`src/rtl/unpack_pkg.sv`:
```
// Shared constants and entry type for the 256-to-32 unpacking buffer.
package unpack_pkg;

  localparam int IN_WIDTH  = 256;
  localparam int OUT_WIDTH = 32;
  localparam int RATIO     = IN_WIDTH / OUT_WIDTH;
  localparam int BEAT_W    = $clog2(RATIO);

  typedef struct packed {
    logic                last;
    logic [IN_WIDTH-1:0] data;
  } entry_t;

  // Word viewed as an array of output lanes; lane 0 is the least significant slice.
  typedef logic [RATIO-1:0][OUT_WIDTH-1:0] lanes_t;

endpackage

```
`src/rtl/unpack_word_buf.sv`:
```
// Two-entry word buffer: pointers, occupancy and push acceptance.
module unpack_word_buf
  import unpack_pkg::*;
(
  input  logic       clk,
  input  logic       rst_n,
  input  logic       clr,
  input  logic       push_valid,
  input  entry_t     push_entry,
  output logic       push_ready,
  input  logic       pop,
  output entry_t     head,
  output logic [1:0] count
);

  logic       wr_ptr_q, wr_ptr_d;
  logic       rd_ptr_q, rd_ptr_d;
  logic [1:0] count_q, count_d;
  entry_t     mem_q [2];
  entry_t     mem_d [2];
  logic       do_push;
  logic       do_pop;

  // Acceptance looks only at registered occupancy, so a full buffer refuses even while popping.
  always_comb begin
    push_ready = (count_q < 2'd2);
    do_push    = push_valid && push_ready && !clr;
    do_pop     = pop && (count_q != 2'd0) && !clr;
  end

  always_comb begin
    wr_ptr_d = wr_ptr_q;
    rd_ptr_d = rd_ptr_q;
    count_d  = count_q;
    if (clr) begin
      wr_ptr_d = 1'b0;
      rd_ptr_d = 1'b0;
      count_d  = 2'd0;
    end else begin
      if (do_push) wr_ptr_d = ~wr_ptr_q;
      if (do_pop)  rd_ptr_d = ~rd_ptr_q;
      case ({do_push, do_pop})
        2'b10:   count_d = count_q + 2'd1;
        2'b01:   count_d = count_q - 2'd1;
        default: count_d = count_q;
      endcase
    end
  end

  always_comb begin
    mem_d = mem_q;
    if (do_push) mem_d[wr_ptr_q] = push_entry;
  end

  always_ff @(posedge clk or negedge rst_n) begin
    if (!rst_n) begin
      wr_ptr_q <= 1'b0;
      rd_ptr_q <= 1'b0;
      count_q  <= 2'd0;
    end else begin
      wr_ptr_q <= wr_ptr_d;
      rd_ptr_q <= rd_ptr_d;
      count_q  <= count_d;
    end
  end

  // Storage carries no reset; contents are only observed when count says they are valid.
  always_ff @(posedge clk) begin
    mem_q <= mem_d;
  end

  assign head  = mem_q[rd_ptr_q];
  assign count = count_q;

endmodule

```
`src/rtl/ram_256to32_unpack.sv`:
```
// 256-bit word to 32-bit beat unpacker with a two-word buffer.
// Define UNPACK_MSB_FIRST_EN to emit the most significant lane first.
module ram_256to32_unpack
  import unpack_pkg::*;
(
  input  logic                 clk,
  input  logic                 rst_n,
  input  logic                 clr,
  input  logic [IN_WIDTH-1:0]  in_data,
  input  logic                 in_last,
  input  logic                 in_valid,
  output logic                 in_ready,
  output logic [OUT_WIDTH-1:0] out_data,
  output logic                 out_last,
  output logic                 out_valid,
  input  logic                 out_ready,
  output logic [1:0]           level
);

  logic [BEAT_W-1:0] beat_idx_q, beat_idx_d;
  logic [BEAT_W-1:0] lane_sel;
  logic [1:0]        count;
  entry_t            in_entry;
  entry_t            head;
  lanes_t            head_lanes;
  logic              beat_pop;
  logic              final_beat;
  logic              word_pop;

  assign in_entry = {in_last, in_data};

  unpack_word_buf u_buf (
    .clk        (clk),
    .rst_n      (rst_n),
    .clr        (clr),
    .push_valid (in_valid),
    .push_entry (in_entry),
    .push_ready (in_ready),
    .pop        (word_pop),
    .head       (head),
    .count      (count)
  );

  always_comb begin
    out_valid  = (count != 2'd0);
    beat_pop   = out_valid && out_ready;
    final_beat = (beat_idx_q == BEAT_W'(RATIO - 1));
    word_pop   = beat_pop && final_beat;
  end

  always_comb begin
    beat_idx_d = beat_idx_q;
    if (clr) begin
      beat_idx_d = '0;
    end else if (beat_pop) begin
      beat_idx_d = beat_idx_q + BEAT_W'(1);
    end
  end

  always_ff @(posedge clk or negedge rst_n) begin
    if (!rst_n) begin
      beat_idx_q <= '0;
    end else begin
      beat_idx_q <= beat_idx_d;
    end
  end

`ifdef UNPACK_MSB_FIRST_EN
  assign lane_sel = BEAT_W'(RATIO - 1) - beat_idx_q;
`else
  assign lane_sel = beat_idx_q;
`endif

  // Last beat of a tagged word is the eighth emitted regardless of lane order.
  always_comb begin
    head_lanes = head.data;
    out_data   = head_lanes[lane_sel];
    out_last   = out_valid && head.last && final_beat;
    level      = count;
  end

endmodule

```
`config.mk`:
```
export PLATFORM = sky130hd
export DESIGN_NAME = ram_256to32_unpack
export DESIGN_NICKNAME = d
export VERILOG_FILES = /design/src/rtl/unpack_pkg.sv /design/src/rtl/unpack_word_buf.sv /design/src/rtl/ram_256to32_unpack.sv
export SDC_FILE = /design/constraint.sdc
export NUM_CORES = 1
export LEC_CHECK = 0
export BUFFER_PORTS_ARGS = -buffer_cell sky130_fd_sc_hd__buf_4
export CORE_ASPECT_RATIO = 0.7
export CORE_MARGIN = 2
export CORE_UTILIZATION = 55
export CTS_CLUSTER_SIZE = 8
export DETAILED_ROUTE_END_ITERATION = 7
export PLACE_DENSITY_LB_ADDON = 0.25
export SLEW_MARGIN = 30
export SYNTH_ARGS = -nofsm -noshare
export SYNTH_HDL_FRONTEND = slang
export SYNTH_SLANG_ARGS = --single-unit
```
`constraint.sdc`:
```
create_clock -name clk -period 40.8 [get_ports clk]
set_input_delay 8.16 -clock clk [delete_from_list [all_inputs] [get_ports clk]]
set_output_delay 8.16 -clock clk [all_outputs]
set_load 0.02 [all_outputs]
```
==> flow_summary_export.csv <==
group,metric,value,unit
status,status,"finished, final reports clean",
worst_setup_path,path_max_fanout,57,
drt,drtIter0Drc,847,
floorplan,die_h,162,µm
worst_setup_path,crit_chain,"buf_4 > buf_4 > mux4_2 > a22oi_1 > nand2_1 > buf_4",
drt,drc,0,
worst_setup_path,path_common_cell,"buf_4",
floorplan,initial_utilization,0.561,
worst_setup_path,crit_path_end,"out_data[28]",
global_routing,grt_pass1_vias,10600,
worst_setup_path,cp-start-kind,"register",
worst_setup_path,crit_family,"buffers and inverters",
clocking,cts_tree,"yes",
sta,rsz0062_at_grt,"false",
drt,wl_per_cell,25.2,µm
sta,slew_headroom,0.172,
synthesis,syn_avg_cell_area,23.7,µm²
clocking,clk_latency,0.57,ns
worst_setup_path,r2r_start,"beat_idx_q[0]",
place,portBuffers,298,
job,cap_viol_max_count,0,
place,hpwl,25300,µm
final_layout,final_nets,1434,
sta,period_needed,11.89,ns
sta,setup_tns,0,ns
floorplan,core-area,34900,µm²
worst_setup_path,r2r-end,"u_buf.count[0]",
synthesis,yosys_most_used_dff,"edfxtp_1",
global_routing,grt_pass1_wl,63100,µm
place,gp_congestion,0.740,
clocking,clk_pin_slew,0.04,ns
drt,ant_nets,0,
worst_setup_path,max_stage_delay,0.78,ns
clocking,ctsHoldBuffers,0,
worst_setup_path,path_buf_inv,3,
place,placed_cells_incl_taps,1565,
synthesis,synth_cell_type_count,29,
sta,finalCritPeriodShare,0.291,
clocking,cts_max_path_buffers,3,
worst_setup_path,rr_worst_depth,7,
synthesis,syn_nets,1089,
drt,drt-pass1-iter-count,6,
drt,num_vias,9768,
global_routing,grt_use_total,0.230,
floorplan,die_w,229,µm
floorplan,boundaryPins,299,
sta,tightest_slew,1.24,ns
sta,hold_viol_final,0,
sta,slew_violations,0,
drt,vias_per_cell,5.90,
floorplan,dieArea,37100,µm²
global_routing,grt-ovfl-total,0,
synthesis,ys_seq_elements,521,
global_routing,antenna_found_initial,3,
final_layout,drive_gt1_frac,0.451,
clocking,numCtsBuffers,75,
final_layout,syn_to_final_growth,24.5,%
final_layout,final_cells,1656,
worst_setup_path,critPathKind,"register to output port",
hold_path,min_path_type,"register to register",
worst_setup_path,cp-end-kind,"output port",
clocking,post_cts_buffers,0,
floorplan,fp-row-count,57,
worst_setup_path,cp.required,32.64,ns
power_and_ir_drop,p_leak,8.30,nW
sta,skew,0.0130,ns
worst_setup_path,cp.depth,6,
clocking,root_buffer,"clkbuf_16",
synthesis,ys_seq_area_frac,0.798,
synthesis,synthCells,825,
synthesis,async_flop_share,0.0134,
sta,hold_ws,0.598,ns
worst_setup_path,crit_slowest_cell,"buf_4",
clocking,htreeDepth,3,
sta,max_freq,84.1,MHz
worst_setup_path,reg2reg_slack,37.52,ns
power_and_ir_drop,ir_drop,0.0469,mV
synthesis,yosysWarnings,0,
sta,finalSetupViolCount,0,
synthesis,syn_area,19600,µm²
clocking,numClockSinks,521,
worst_setup_path,arrival,3.73,ns
worst_setup_path,setup.worst_path.start,"beat_idx_q[0]",
global_routing,grt_max_degree,169,
drt,finalWirelength,41800,µm
power_and_ir_drop,power.density,51.0,nW/µm²
clocking,cts_resized,0,
synthesis,synth-edff-count,514,
## how the worst min path moves through the flow
stage | startpoint | end | slack (ns) | depth (start not counted)
4_1_cts | u_buf.wr_ptr_q | u_buf.wr_ptr_q | 0.59 | 2
5_1_grt | u_buf.wr_ptr_q | u_buf.wr_ptr_q | 0.62 | 2
3_3_place_gp | u_buf.wr_ptr_q | u_buf.wr_ptr_q | 0.57 | 2
2_1_floorplan | u_buf.wr_ptr_q | u_buf.wr_ptr_q | 0.52 | 2
3_5_place_dp | u_buf.wr_ptr_q | u_buf.wr_ptr_q | 0.57 | 2
6_report | u_buf.wr_ptr_q | u_buf.wr_ptr_q | 0.60 | 2
## worst register-to-register path, cell delays in order (launching register included)
cell and delay [ns]:
dfrtp_4 0.63, buf_4 0.67, buf_4 0.86, ha_1 0.37, ha_1 0.21, nand2_1 0.11
a21o_1 0.16, a31oi_1 0.19
## Yosys cell counts, drive strengths merged (2+ instances only)
cell type    n  area share
nand2       33      0.0063
dfrtp        7      0.0090
clkbuf      24      0.0046
buf         21      0.0074
ha           2      0.0013
xor2         2     0.00090
nor2         7      0.0013
mux2i        2      0.0010
nand2b       3     0.00096
a22oi       65       0.025
a21o         2     0.00077
mux4       128        0.15
nor2b        3     0.00096
edfxtp     514        0.79
## layout make-up
type	instances	area (µm²)
multi-input combinational	258	3750
clock inverter	6	75.1
clock buffer	83	1930
fill	2139	10500
timing repair buffer	313	2390
sequential	521	15600
tap	472	591
antenna	2	5.00
inverter	1	3.75
## power breakdown
group / switching (mW) / internal [mW]
sequential: 0.00674 / 0.618
combinational: 0.0433 / 0.0421
clock: 0.203 / 0.330
## cell families after synthesis
group,Yosys count,share of synthesized area
fa+ha+maj,2,0.00128
compound gates,70,0.0267
mux,131,0.149
buf+inv,46,0.0122
xor+xnor,3,0.00134
flops,521,0.798
simple gates,52,0.0115
## per-stage QoR
step	total power, mW	setup slack (ns)	util	cell area, µm²
floorplan	0.690	12.61	-	19600
global placement	0.716	29.44	0.640	22300
detailed placement	0.719	29.46	0.641	22300
CTS	1.25	28.84	0.698	24300
global route	1.28	28.72	0.698	24300
finish	1.24	28.91	0.698	24400
## registers in the layout, indices dropped and copies added, names as in the netlist
register / flops
beat_idx_q: 3
u_buf.count: 2
u_buf.mem_q: 514
u_buf.rd_ptr_q: 1
u_buf.wr_ptr_q: 1
## cell usage in the layout (no fill, tap or decap), types with 2 or more instances in the layout
cell type	Yosys	routed
edfxtp_1	514	514
a22oi_1	65	65
clkbuf_16	0	76
buf_4	6	310
dfrtp_4	0	2
nand2b_1	3	3
nor2b_4	0	2
dfrtp_1	7	5
clkbuf_1	24	7
mux2i_1	2	2
a21o_1	2	2
nor2_1	7	6
clkinv_8	0	3
diode_2	0	2
mux4_2	128	128
ha_1	2	2
xor2_1	2	2
nand2_1	33	33
inv_6	0	2
## per-layer routing
metal / vias to the layer above / track usage / part of all wire
li1: 4213 / - / -
met1: 5072 / 0.316 / 0.40
met2: 414 / 0.371 / 0.50
met3: 67 / 0.0604 / 0.076
met4: 2 / 0.0697 / 0.019
met5: - / 0 / 0.00038
No activity file was read; power rests on OpenSTA's default activity.
